===== config.mk =====
export PLATFORM = sky130hd
export DESIGN_NAME = rs_issue_scheduler
export DESIGN_NICKNAME = d
export VERILOG_FILES = /design/src/rtl/tomasula_types.sv /design/src/rtl/rr_arbiter.sv /design/src/rtl/rs_issue_scheduler.sv
export SDC_FILE = /design/constraint.sdc
export NUM_CORES = 1
export LEC_CHECK = 0
export ABC_AREA = 0
export ABC_CLOCK_PERIOD_IN_PS = 4550
export CORE_ASPECT_RATIO = 0.9
export CORE_MARGIN = 3
export CORE_UTILIZATION = 45
export DETAILED_ROUTE_END_ITERATION = 16
export HOLD_SLACK_MARGIN = 0.12
export PLACE_DENSITY = 0.9
export SYNTH_ARGS = -nofsm -noshare
export SYNTH_HDL_FRONTEND = slang
export SYNTH_HIERARCHICAL = 1
export SYNTH_SLANG_ARGS = --single-unit

===== constraint.sdc =====
create_clock -name clk -period 4.55 [get_ports clk]
set_input_delay 1.365 -clock clk [delete_from_list [all_inputs] [get_ports clk]]
set_output_delay 1.365 -clock clk [all_outputs]
set_load 0.01 [all_outputs]

===== src/rtl/tomasula_types.sv =====
// ============================================================================
// Module      : tomasula_types (package)
// Description : Shared Tomasulo datapath types: opcode enum, dispatch word
//               (res_word_t), ALU word (alu_word_t) and station-count
//               defaults used by the reservation-station scheduler.
// Revision    : 1.0 - initial release
// ============================================================================
`default_nettype none

package tomasula_types;

    // Default number of reservation stations served by one ALU
    localparam int NUM_RS_DEFAULT = 4;
    localparam int RS_IDX_W       = $clog2(NUM_RS_DEFAULT);

    // Station index sized for the default configuration
    typedef logic [RS_IDX_W-1:0] rs_idx_t;

    typedef enum logic [1:0] {
        OP_ADD = 2'd0,
        OP_SUB = 2'd1,
        OP_AND = 2'd2,
        OP_OR  = 2'd3
    } op_t;

    // Instruction as popped from the instruction queue
    typedef struct packed {
        op_t        op;
        logic [3:0] tag;
        logic [3:0] rd;
        logic [3:0] rs1;
        logic [3:0] rs2;
    } res_word_t;

    // Fully-resolved operation handed to the ALU
    typedef struct packed {
        op_t         op;
        logic [3:0]  tag;
        logic [15:0] a;
        logic [15:0] b;
    } alu_word_t;

endpackage

`default_nettype wire


===== src/rtl/rr_arbiter.sv =====
// ============================================================================
// Module      : rr_arbiter
// Description : Combinational round-robin arbiter. Grants the first set
//               request found scanning from i_ptr upward, wrapping modulo
//               NUM_REQ. Outputs a one-hot grant and the granted index.
// Revision    : 1.0 - initial release
// ============================================================================
`default_nettype none

module rr_arbiter #(
    parameter int NUM_REQ = 4,
    parameter int PTR_W   = $clog2(NUM_REQ)
) (
    input  logic [NUM_REQ-1:0] i_req,
    input  logic [PTR_W-1:0]   i_ptr,
    output logic [NUM_REQ-1:0] o_grant,
    output logic [PTR_W-1:0]   o_idx,
    output logic               o_valid
);

    // Candidate index k steps after the pointer; power-of-two sizing makes
    // the natural PTR_W-bit wrap equal to modulo NUM_REQ.
    logic [PTR_W-1:0] w_cand [NUM_REQ];

    for (genvar k = 0; k < NUM_REQ; k++) begin : g_cand
        assign w_cand[k] = i_ptr + PTR_W'(k);
    end

    // Scan from farthest to nearest so the nearest requester wins last.
    always_comb begin
        o_idx   = '0;
        o_valid = 1'b0;
        o_grant = '0;
        for (int k = NUM_REQ - 1; k >= 0; k--) begin
            if (i_req[w_cand[k]]) begin
                o_idx   = w_cand[k];
                o_valid = 1'b1;
            end
        end
        o_grant[o_idx] = o_valid;
    end

endmodule

`default_nettype wire


===== src/rtl/rs_issue_scheduler.sv =====
// ============================================================================
// Module      : rs_issue_scheduler
// Description : Allocates free reservation stations to queued instructions,
//               captures each station's start_exe word into a holding slot
//               and issues held words round-robin onto one shared ALU over a
//               valid/ready handshake.
// Revision    : 1.0 - initial release
// ============================================================================
`default_nettype none

module rs_issue_scheduler
    import tomasula_types::*;
#(
    parameter int NUM_RS = NUM_RS_DEFAULT,
    parameter int PTR_W  = $clog2(NUM_RS)
) (
    input  logic                         clk,
    input  logic                         rst,
    input  logic                         flush,
    // Dispatch side
    input  logic                         iq_valid,
    input  res_word_t                    iq_word,
    output logic                         iq_ready,
    input  logic [NUM_RS-1:0]            rs_empty,
    output logic [NUM_RS-1:0]            rs_load,
    output res_word_t                    rs_res_in,
    // Issue side
    input  logic [NUM_RS-1:0]            rs_start,
    input  alu_word_t [NUM_RS-1:0]       rs_alu_data,
    output logic                         alu_valid,
    input  logic                         alu_ready,
    output alu_word_t                    alu_data,
    output logic [PTR_W-1:0]             alu_src,
    output logic                         overflow_err
);

    logic [NUM_RS-1:0] r_pend;
    alu_word_t         r_hold [NUM_RS];
    logic [PTR_W-1:0]  r_rr_ptr;
    logic              r_overflow;

    logic              w_block;
    logic [NUM_RS-1:0] w_avail;
    logic [NUM_RS-1:0] w_lowest;
    logic [NUM_RS-1:0] w_grant;
    logic [PTR_W-1:0]  w_sel;
    logic              w_any_pend;
    logic              w_fire;
    logic [NUM_RS-1:0] w_capture;
    logic [NUM_RS-1:0] w_issue_clr;

    // Outputs to the queue, stations and ALU are silenced during rst/flush.
    assign w_block = rst | flush;

    // A station is allocatable only when empty and holding no unissued word.
    assign w_avail  = rs_empty & ~r_pend;
    assign w_lowest = w_avail & (~w_avail + NUM_RS'(1));

    assign iq_ready  = ~w_block & (|w_avail);
    assign rs_load   = (iq_valid & ~w_block) ? w_lowest : '0;
    assign rs_res_in = iq_word;

    rr_arbiter #(
        .NUM_REQ (NUM_RS),
        .PTR_W   (PTR_W)
    ) u_rr_arbiter (
        .i_req   (r_pend),
        .i_ptr   (r_rr_ptr),
        .o_grant (w_grant),
        .o_idx   (w_sel),
        .o_valid (w_any_pend)
    );

    assign alu_valid    = w_any_pend & ~w_block;
    assign alu_data     = r_hold[w_sel];
    assign alu_src      = w_sel;
    assign overflow_err = r_overflow;

    assign w_fire      = alu_valid & alu_ready;
    // Capture only into free slots; a start on a pending slot is an overflow.
    assign w_capture   = rs_start & ~r_pend;
    assign w_issue_clr = w_fire ? w_grant : '0;

    // Pending flags, round-robin pointer and sticky overflow flag.
    always_ff @(posedge clk) begin
        if (rst) begin
            r_pend     <= '0;
            r_rr_ptr   <= '0;
            r_overflow <= 1'b0;
        end else if (flush) begin
            r_pend     <= '0;
            r_rr_ptr   <= '0;
        end else begin
            r_pend <= (r_pend & ~w_issue_clr) | w_capture;
            if (w_fire) begin
                r_rr_ptr <= w_sel + PTR_W'(1);
            end
            if (|(rs_start & r_pend)) begin
                r_overflow <= 1'b1;
            end
        end
    end

    // Holding slots latch the station's ALU word on its start pulse.
    always_ff @(posedge clk) begin
        if (rst) begin
            for (int i = 0; i < NUM_RS; i++) begin
                r_hold[i] <= '0;
            end
        end else if (!flush) begin
            for (int i = 0; i < NUM_RS; i++) begin
                if (w_capture[i]) begin
                    r_hold[i] <= rs_alu_data[i];
                end
            end
        end
    end

endmodule

`default_nettype wire


==> impl_metrics.csv, run 1 <==
group,metric,value,unit
logic_synthesis,synthFlopType,"edfxtp_1",
clock_tree,cts_tree,"yes",
sta,finalHoldViolCount,0,
clock_tree,cts_sinks,159,
placement,gp_congestion,0.833,
floorplanning,die_area,18100,um^2
logic_synthesis,ys_seq_area_frac,0.633,
sta,relSlewSlack,0.375,
outcome,outcome,"complete, no violations",
setup_path,critPathTopFamily,"buffers and inverters",
placement,dpl_cell_area,9590,um^2
placement,numPortBuffers,211,
global_routing,grt_pass1_vias,5258,
logic_synthesis,yosys_register_bits,159,
job,drv_cap,0,
logic_synthesis,synth_cells,468,
sta,worst_pin_slew,0.936,ns
layout,layout.nets,844,
power_and_ir_drop,ir_drop,0.000356,V
min_path,hold_class,"flop to flop",
logic_synthesis,async_flop_share,0,
min_path,holdPathEnd,"overflow_err$_SDFFE_PP0P_",
sta,finalSetupTns,0,ns
setup_path,reg2reg_depth,6,
power_and_ir_drop,power,3.65,mW
sta,rsz0062_at_grt,"no",
logic_synthesis,yosysTopAreaCell,"edfxtp_1",
logic_synthesis,synth_common_cells,"152 x edfxtp_1, 100 x and2_1, 54 x and2_2, 38 x mux4_2, 23 x buf_4",
layout,drive_gt1_frac,0.212,
logic_synthesis,synth_area_leaders,"edfxtp_1 61%, mux4_2 12%, and2_1 8.4%, and2_2 5.5%, buf_4 2.3%",
setup_path,path_class,"input port to output pin",
logic_synthesis,syn-cell-area,7430,um^2
setup_path,worst_r2r_endpoint,"r_rr_ptr[1]$_SDFFE_PP0P_",
clock_tree,cts_buffer_depth,2,
min_path,hp-start,"overflow_err$_SDFFE_PP0P_",
logic_synthesis,yosysTopAreaCellShare,0.614,
layout,postLayoutCoreUtil,0.642,
global_routing,gr-total-overflow,0,
route,wl_per_cell,21.0,um
layout,nFillCells,1112,
floorplanning,die_h,128,um
placement,dp_hpwl,12300,um
setup_path,crit_path_frequent_cell,"clkdlybuf4s50_1",
logic_synthesis,synth_cell_type_count,39,
setup_path,slowest_delay,0.57,ns
setup_path,crit_path_cell_trace,"clkdlybuf4s50_1 > nor2_1 > nand3_1 > nor3b_1 > clkdlybuf4s50_1",
global_routing,grt_start_max_net_pins,39,
logic_synthesis,syn_nets,651,
clock_tree,cts_root_buf,"clkbuf_16",
setup_path,crit_path_end_kind,"output pin",
layout,synthToLayoutAreaGrowth,36.7,%
floorplanning,rows,43,
clock_tree,htreeDepth,4,
sta,setup_viol,0,
route,ant_nets,0,
setup_path,cp-start-kind,"input port",
route,drtPass1Iterations,4,
sta,fin_crit,4.39,ns
power_and_ir_drop,p_leak,3.69,nW
global_routing,grt_use_total,0.207,
layout,insertedDiodeCount,0,
floorplanning,chipWidth,141,um
floorplanning,core_area,15800,um^2
clock_tree,numCtsBuffers,17,
sta,fin_crit_sh,0.964,
power_and_ir_drop,power_density,359,nW/um^2
setup_path,crit_required,3.18,ns
logic_synthesis,synth-edff-count,152,
logic_synthesis,ys_warn_count,6,
floorplanning,initial_core_util,0.470,
setup_path,crit_start,"rst",
setup_path,crit_buf_inv,2,
route,drcViolationCount,0,
sta,maxSlewViolCount,0,
clock_tree,insertion_delay,0.42,ns
route,num_vias,4688,
route,routed_wl,18300,um
logic_synthesis,synth.most_common_cell,"edfxtp_1",
logic_synthesis,synth_area_per_cell,15.9,um^2
min_path,holdPathStages,2,
clock_tree,post-cts-setup-buffer-count,0,
setup_path,timing.reg2reg.setup_slack,2.41,ns
route,routed_via_density,5.36,
clock_tree,cts.clk_slew.worst_paths,0.06,ns
setup_path,crit-reg2reg-launch,"r_pend[3]$_SDFF_PP0_",
setup_path,slowest_stage,"clkdlybuf4s50_1",
sta,finClkSkew,0.00873,ns
route,drtIter0Drc,299,
global_routing,antenna_found_initial,0,
global_routing,grt_pass1_wl,28100,um
layout,design_area,10200,um^2
setup_path,cp.arrival,3.02,ns
floorplanning,io_pins,248,
sta,fmax,228,MHz
setup_path,crit_fanout,7,
final cells by class:
| type | count | area [um^2] | share of cell area |
|---|---|---|---|
| Clock buffer | 17 | 425 | 0.0419 |
| Tap cell | 202 | 253 | 0.0249 |
| Timing Repair Buffer | 221 | 2240 | 0.221 |
| Sequential cell | 159 | 4700 | 0.463 |
| Inverter | 2 | 7.51 | 0.000739 |
| Multi-Input combinational cell | 260 | 2390 | 0.235 |
| Clock inverter | 14 | 144 | 0.0142 |
timing repair:
action	in CTS	in global routing
gates resized for setup	0	1
setup endpoints to repair	0	6
hold buffers	0	0
metal layers:
layer	track usage	up-vias	wire length, um
met5	0	-	0
met2	0.352	237	9410
met3	0.0593	44	1270
met4	0.0784	0	368
met1	0.253	2325	7280
li1	-	2082	-
placed cells by master (no fill, tap or decap), types with 2 or more instances in the layout:
cell / synthesis / routed
nand2_1: 4 / 4
clkinvlp_4: 0 / 4
buf_12: 0 / 4
o22ai_1: 2 / 2
clkinv_4: 0 / 2
nor2_4: 4 / 4
clkinv_1: 0 / 3
a211oi_1: 2 / 2
a21oi_1: 3 / 3
bufinv_16: 0 / 2
or2b_2: 2 / 2
clkdlybuf4s50_1: 0 / 211
clkbuf_16: 0 / 17
buf_4: 23 / 5
dfxtp_1: 7 / 7
o21bai_4: 0 / 4
and2_2: 54 / 54
nor3_1: 3 / 3
edfxtp_1: 152 / 152
mux4_2: 38 / 38
nand2b_1: 8 / 8
a31oi_1: 4 / 4
nor2_1: 10 / 10
and2_1: 100 / 100
nor2b_1: 2 / 2
o21ai_0: 5 / 5
inv_1: 2 / 2
kinds of logic (layout without fill, tap and decap cells):
kind of cell / after synthesis / in the layout / share of synthesized area
AO/OA/AOI/OAI: 30 / 30 / 0.0290
XOR/XNOR: 1 / 1 / 0.00118
buffers and inverters: 49 / 254 / 0.0537
flip-flops: 159 / 159 / 0.633
multiplexers: 38 / 38 / 0.115
AND/OR/NAND/NOR: 191 / 191 / 0.168
registers in the layout, indices dropped and copies added (netlist names):
register	cells
r_hold	152
r_pend	4
r_rr_ptr	2
overflow_err	1
worst max-delay path by stage:
stage / cells after the start / slack [ns] / endpoint
floorplan: 2 / 0.62 / r_hold[0][0]$_SDFFCE_PN0P_
global placement: 5 / 0.25 / rs_load[2]
detailed placement: 5 / 0.17 / rs_load[2]
CTS: 5 / 0.12 / alu_data[8]
global route: 6 / 0.03 / alu_data[33]
finish: 5 / 0.16 / rs_load[2]
worst min-delay path: stages, from the launching register on:
cell and delay (ns):
dfxtp_1 0.32, inv_1 0.05, o22ai_1 0.07
where the power goes:
| part | internal (mW) | total (mW) | switching (mW) |
|---|---|---|---|
| logic | 0.329 | 0.544 | 0.215 |
| registers | 1.71 | 1.74 | 0.0315 |
| clock network | 0.804 | 1.37 | 0.565 |
through the flow:
stage / hold slack [ns] / worst slack [ns] / instances
6_report: 0.504 / 0.163 / 875
2_1_floorplan: 0.475 / 0.615 / 468
5_1_grt: 0.532 / 0.0296 / 875
4_1_cts: 0.513 / 0.115 / 875
3_3_place_gp: 0.502 / 0.254 / 844
3_5_place_dp: 0.495 / 0.172 / 844
Note: power is estimated with default switching activity, not from simulation.
==> run 2: changes to the inputs <==
--- a/config.mk
+++ b/config.mk
@@ -6,7 +6,7 @@
 export NUM_CORES = 1
 export LEC_CHECK = 0
 export ABC_AREA = 0
-export ABC_CLOCK_PERIOD_IN_PS = 4550
+export ABC_CLOCK_PERIOD_IN_PS = 5300
 export CORE_ASPECT_RATIO = 0.9
 export CORE_MARGIN = 3
 export CORE_UTILIZATION = 45
==> constraint.sdc (replaced) <==
create_clock -name clk -period 5.3 [get_ports clk]
set_input_delay 1.59 -clock clk [delete_from_list [all_inputs] [get_ports clk]]
set_output_delay 1.59 -clock clk [all_outputs]
set_load 0.01 [all_outputs]
==> run 2 against run 1 <==
  * Final cell count is 0.11% lower
  * Core utilization hardly changed
  * Die area stayed put
  * Highest routed layer unchanged
==> impl_metrics.csv, run 2 (synthesis gave the netlist of run 1 again) <==
group,metric,value,unit
clock_tree,insertion_delay,0.42,ns
layout,largest_reg_flops,152,
sta,rsz0062_at_grt,"no",
global_routing,antenna_found_initial,0,
setup_path,cp.arrival,3.19,ns
layout,insertedDiodeCount,0,
placement,dp_hpwl,12300,um
route,wl_per_cell,21.0,um
layout,largest_register,"r_hold",
clock_tree,numCtsBuffers,17,
route,routed_via_density,5.31,
sta,fin_crit,4.78,ns
global_routing,grt_use_total,0.206,
clock_tree,cts_sinks,159,
layout,final_common_cell,"clkdlybuf4s50_1",
layout,layout.nets,844,
clock_tree,cts_tree,"yes",
sta,setup_viol,0,
job,drv_cap,0,
outcome,outcome,"complete, no violations",
clock_tree,cts_buffer_depth,2,
power_and_ir_drop,clkPwrFrac,0.401,
route,ant_nets,0,
layout,drive_gt1_frac,0.210,
global_routing,gr-total-overflow,0,
power_and_ir_drop,ir_drop,0.000216,V
setup_path,crit_fanout,7,
layout,nFillCells,1096,
layout,synthToLayoutAreaGrowth,36.7,%
power_and_ir_drop,power,3.26,mW
clock_tree,cts_root_buf,"clkbuf_16",
sta,layout_setup_ws,0.522,ns
global_routing,grt_pass1_wl,28200,um
route,drcViolationCount,0,
clock_tree,cts.clk_slew.worst_paths,0.06,ns
floorplanning,rows,43,
sta,maxSlewViolCount,0,
clock_tree,cts_hold_buf,0,
layout,top_regs,"r_hold (152), r_pend (4), r_rr_ptr (2)",
power_and_ir_drop,seqPwrFrac,0.458,
route,drtIter0Drc,359,
route,routed_wl,18300,um
setup_path,path_class,"input port to output pin",
power_and_ir_drop,internal-power,2.57,mW
placement,preCtsSetupSlack,0.521,ns
power_and_ir_drop,netSwitchingFraction,0.210,
power_and_ir_drop,combPwrFrac,0.141,
layout,postLayoutCoreUtil,0.642,
global_routing,grt_start_max_net_pins,39,
sta,relSlewSlack,0.371,
route,num_vias,4644,
sta,fmax,209,MHz
floorplanning,core_area,15800,um^2
clock_tree,cts.repair.resized,0,
sta,worst_pin_slew,0.941,ns
placement,numPortBuffers,211,
clock_tree,htreeDepth,4,
power_and_ir_drop,switchingPower,0.683,mW
clock_tree,post-cts-setup-buffer-count,0,
sta,finalHoldViolCount,0,
floorplanning,die_area,18100,um^2
route,drtPass1Iterations,5,
placement,dpl_cell_area,9540,um^2
setup_path,cp-start-kind,"input port",
sta,finClkSkew,0.00569,ns
floorplanning,initial_core_util,0.470,
sta,finalSetupTns,0,ns
sta,fin_crit_sh,0.901,
placement,gp_congestion,0.839,
setup_path,crit_path_end_kind,"output pin",
global_routing,grt_pass1_vias,5333,
layout,final_cell_mix,"211 x clkdlybuf4s50_1, 152 x edfxtp_1, 100 x and2_1",
power_and_ir_drop,power_density,320,nW/um^2
floorplanning,chipWidth,141,um
power_and_ir_drop,p_leak,3.70,nW
min_path,hold_class,"flop to flop",
layout,design_area,10200,um^2
setup_path,crit_required,3.71,ns
floorplanning,io_pins,248,
floorplanning,die_h,128,um
## run 2: area by class of cell
type	count	area [um^2]	share of cell area
timing repair buffer	221	2190	0.215
multi-input combinational	260	2390	0.235
clock buffer	20	437	0.0430
inverter	2	7.51	0.000739
tap	202	253	0.0249
clock inverter	10	188	0.0185
sequential	159	4700	0.463
## run 2: power groups by stage
stage	clock (mW)	sequential (mW)	combinational [mW]
final	1.31	1.49	0.458
after global routing	1.38	1.50	0.487
after CTS	1.32	1.49	0.465
after detailed placement	0	1.52	0.461
after global placement	0	1.51	0.455
after floorplan	0	1.51	0.219
## run 2: stage by stage
step           hold WS [ns]  cells
2_1_floorplan         0.475    468
3_3_place_gp          0.505    844
3_5_place_dp          0.498    844
4_1_cts               0.509    874
5_1_grt               0.545    874
6_report              0.504    874
## run 2: critical path, cell delays in order
cell and delay, ns:
clkdlybuf4s50_1 0.51, nor2_1 0.18, nand3_1 0.14, nor3b_1 0.21, clkdlybuf4s50_1 0.56
## run 2: worst paths after layout
path | from | endpoint | slack (ns) | cells after the start
hold / removal | overflow_err$_SDFFE_PP0P_ | overflow_err$_SDFFE_PP0P_ | 0.50 | 2
hold reg to reg | overflow_err$_SDFFE_PP0P_ | overflow_err$_SDFFE_PP0P_ | 0.50 | 2
setup / recovery | rst | rs_load[2] | 0.52 | 5
setup reg to reg | r_pend[1]$_SDFF_PP0_ | r_hold[1][35]$_SDFFCE_PN0P_ | 3.08 | 3
## run 2: layer usage
| metal | vias up | share of wire | track usage |
|---|---|---|---|
| li1 | 2082 | - | - |
| met1 | 2274 | 0.39 | 0.256 |
| met2 | 231 | 0.51 | 0.345 |
| met3 | 57 | 0.074 | 0.0511 |
| met4 | 0 | 0.026 | 0.0897 |
| met5 | - | 0 | 0 |
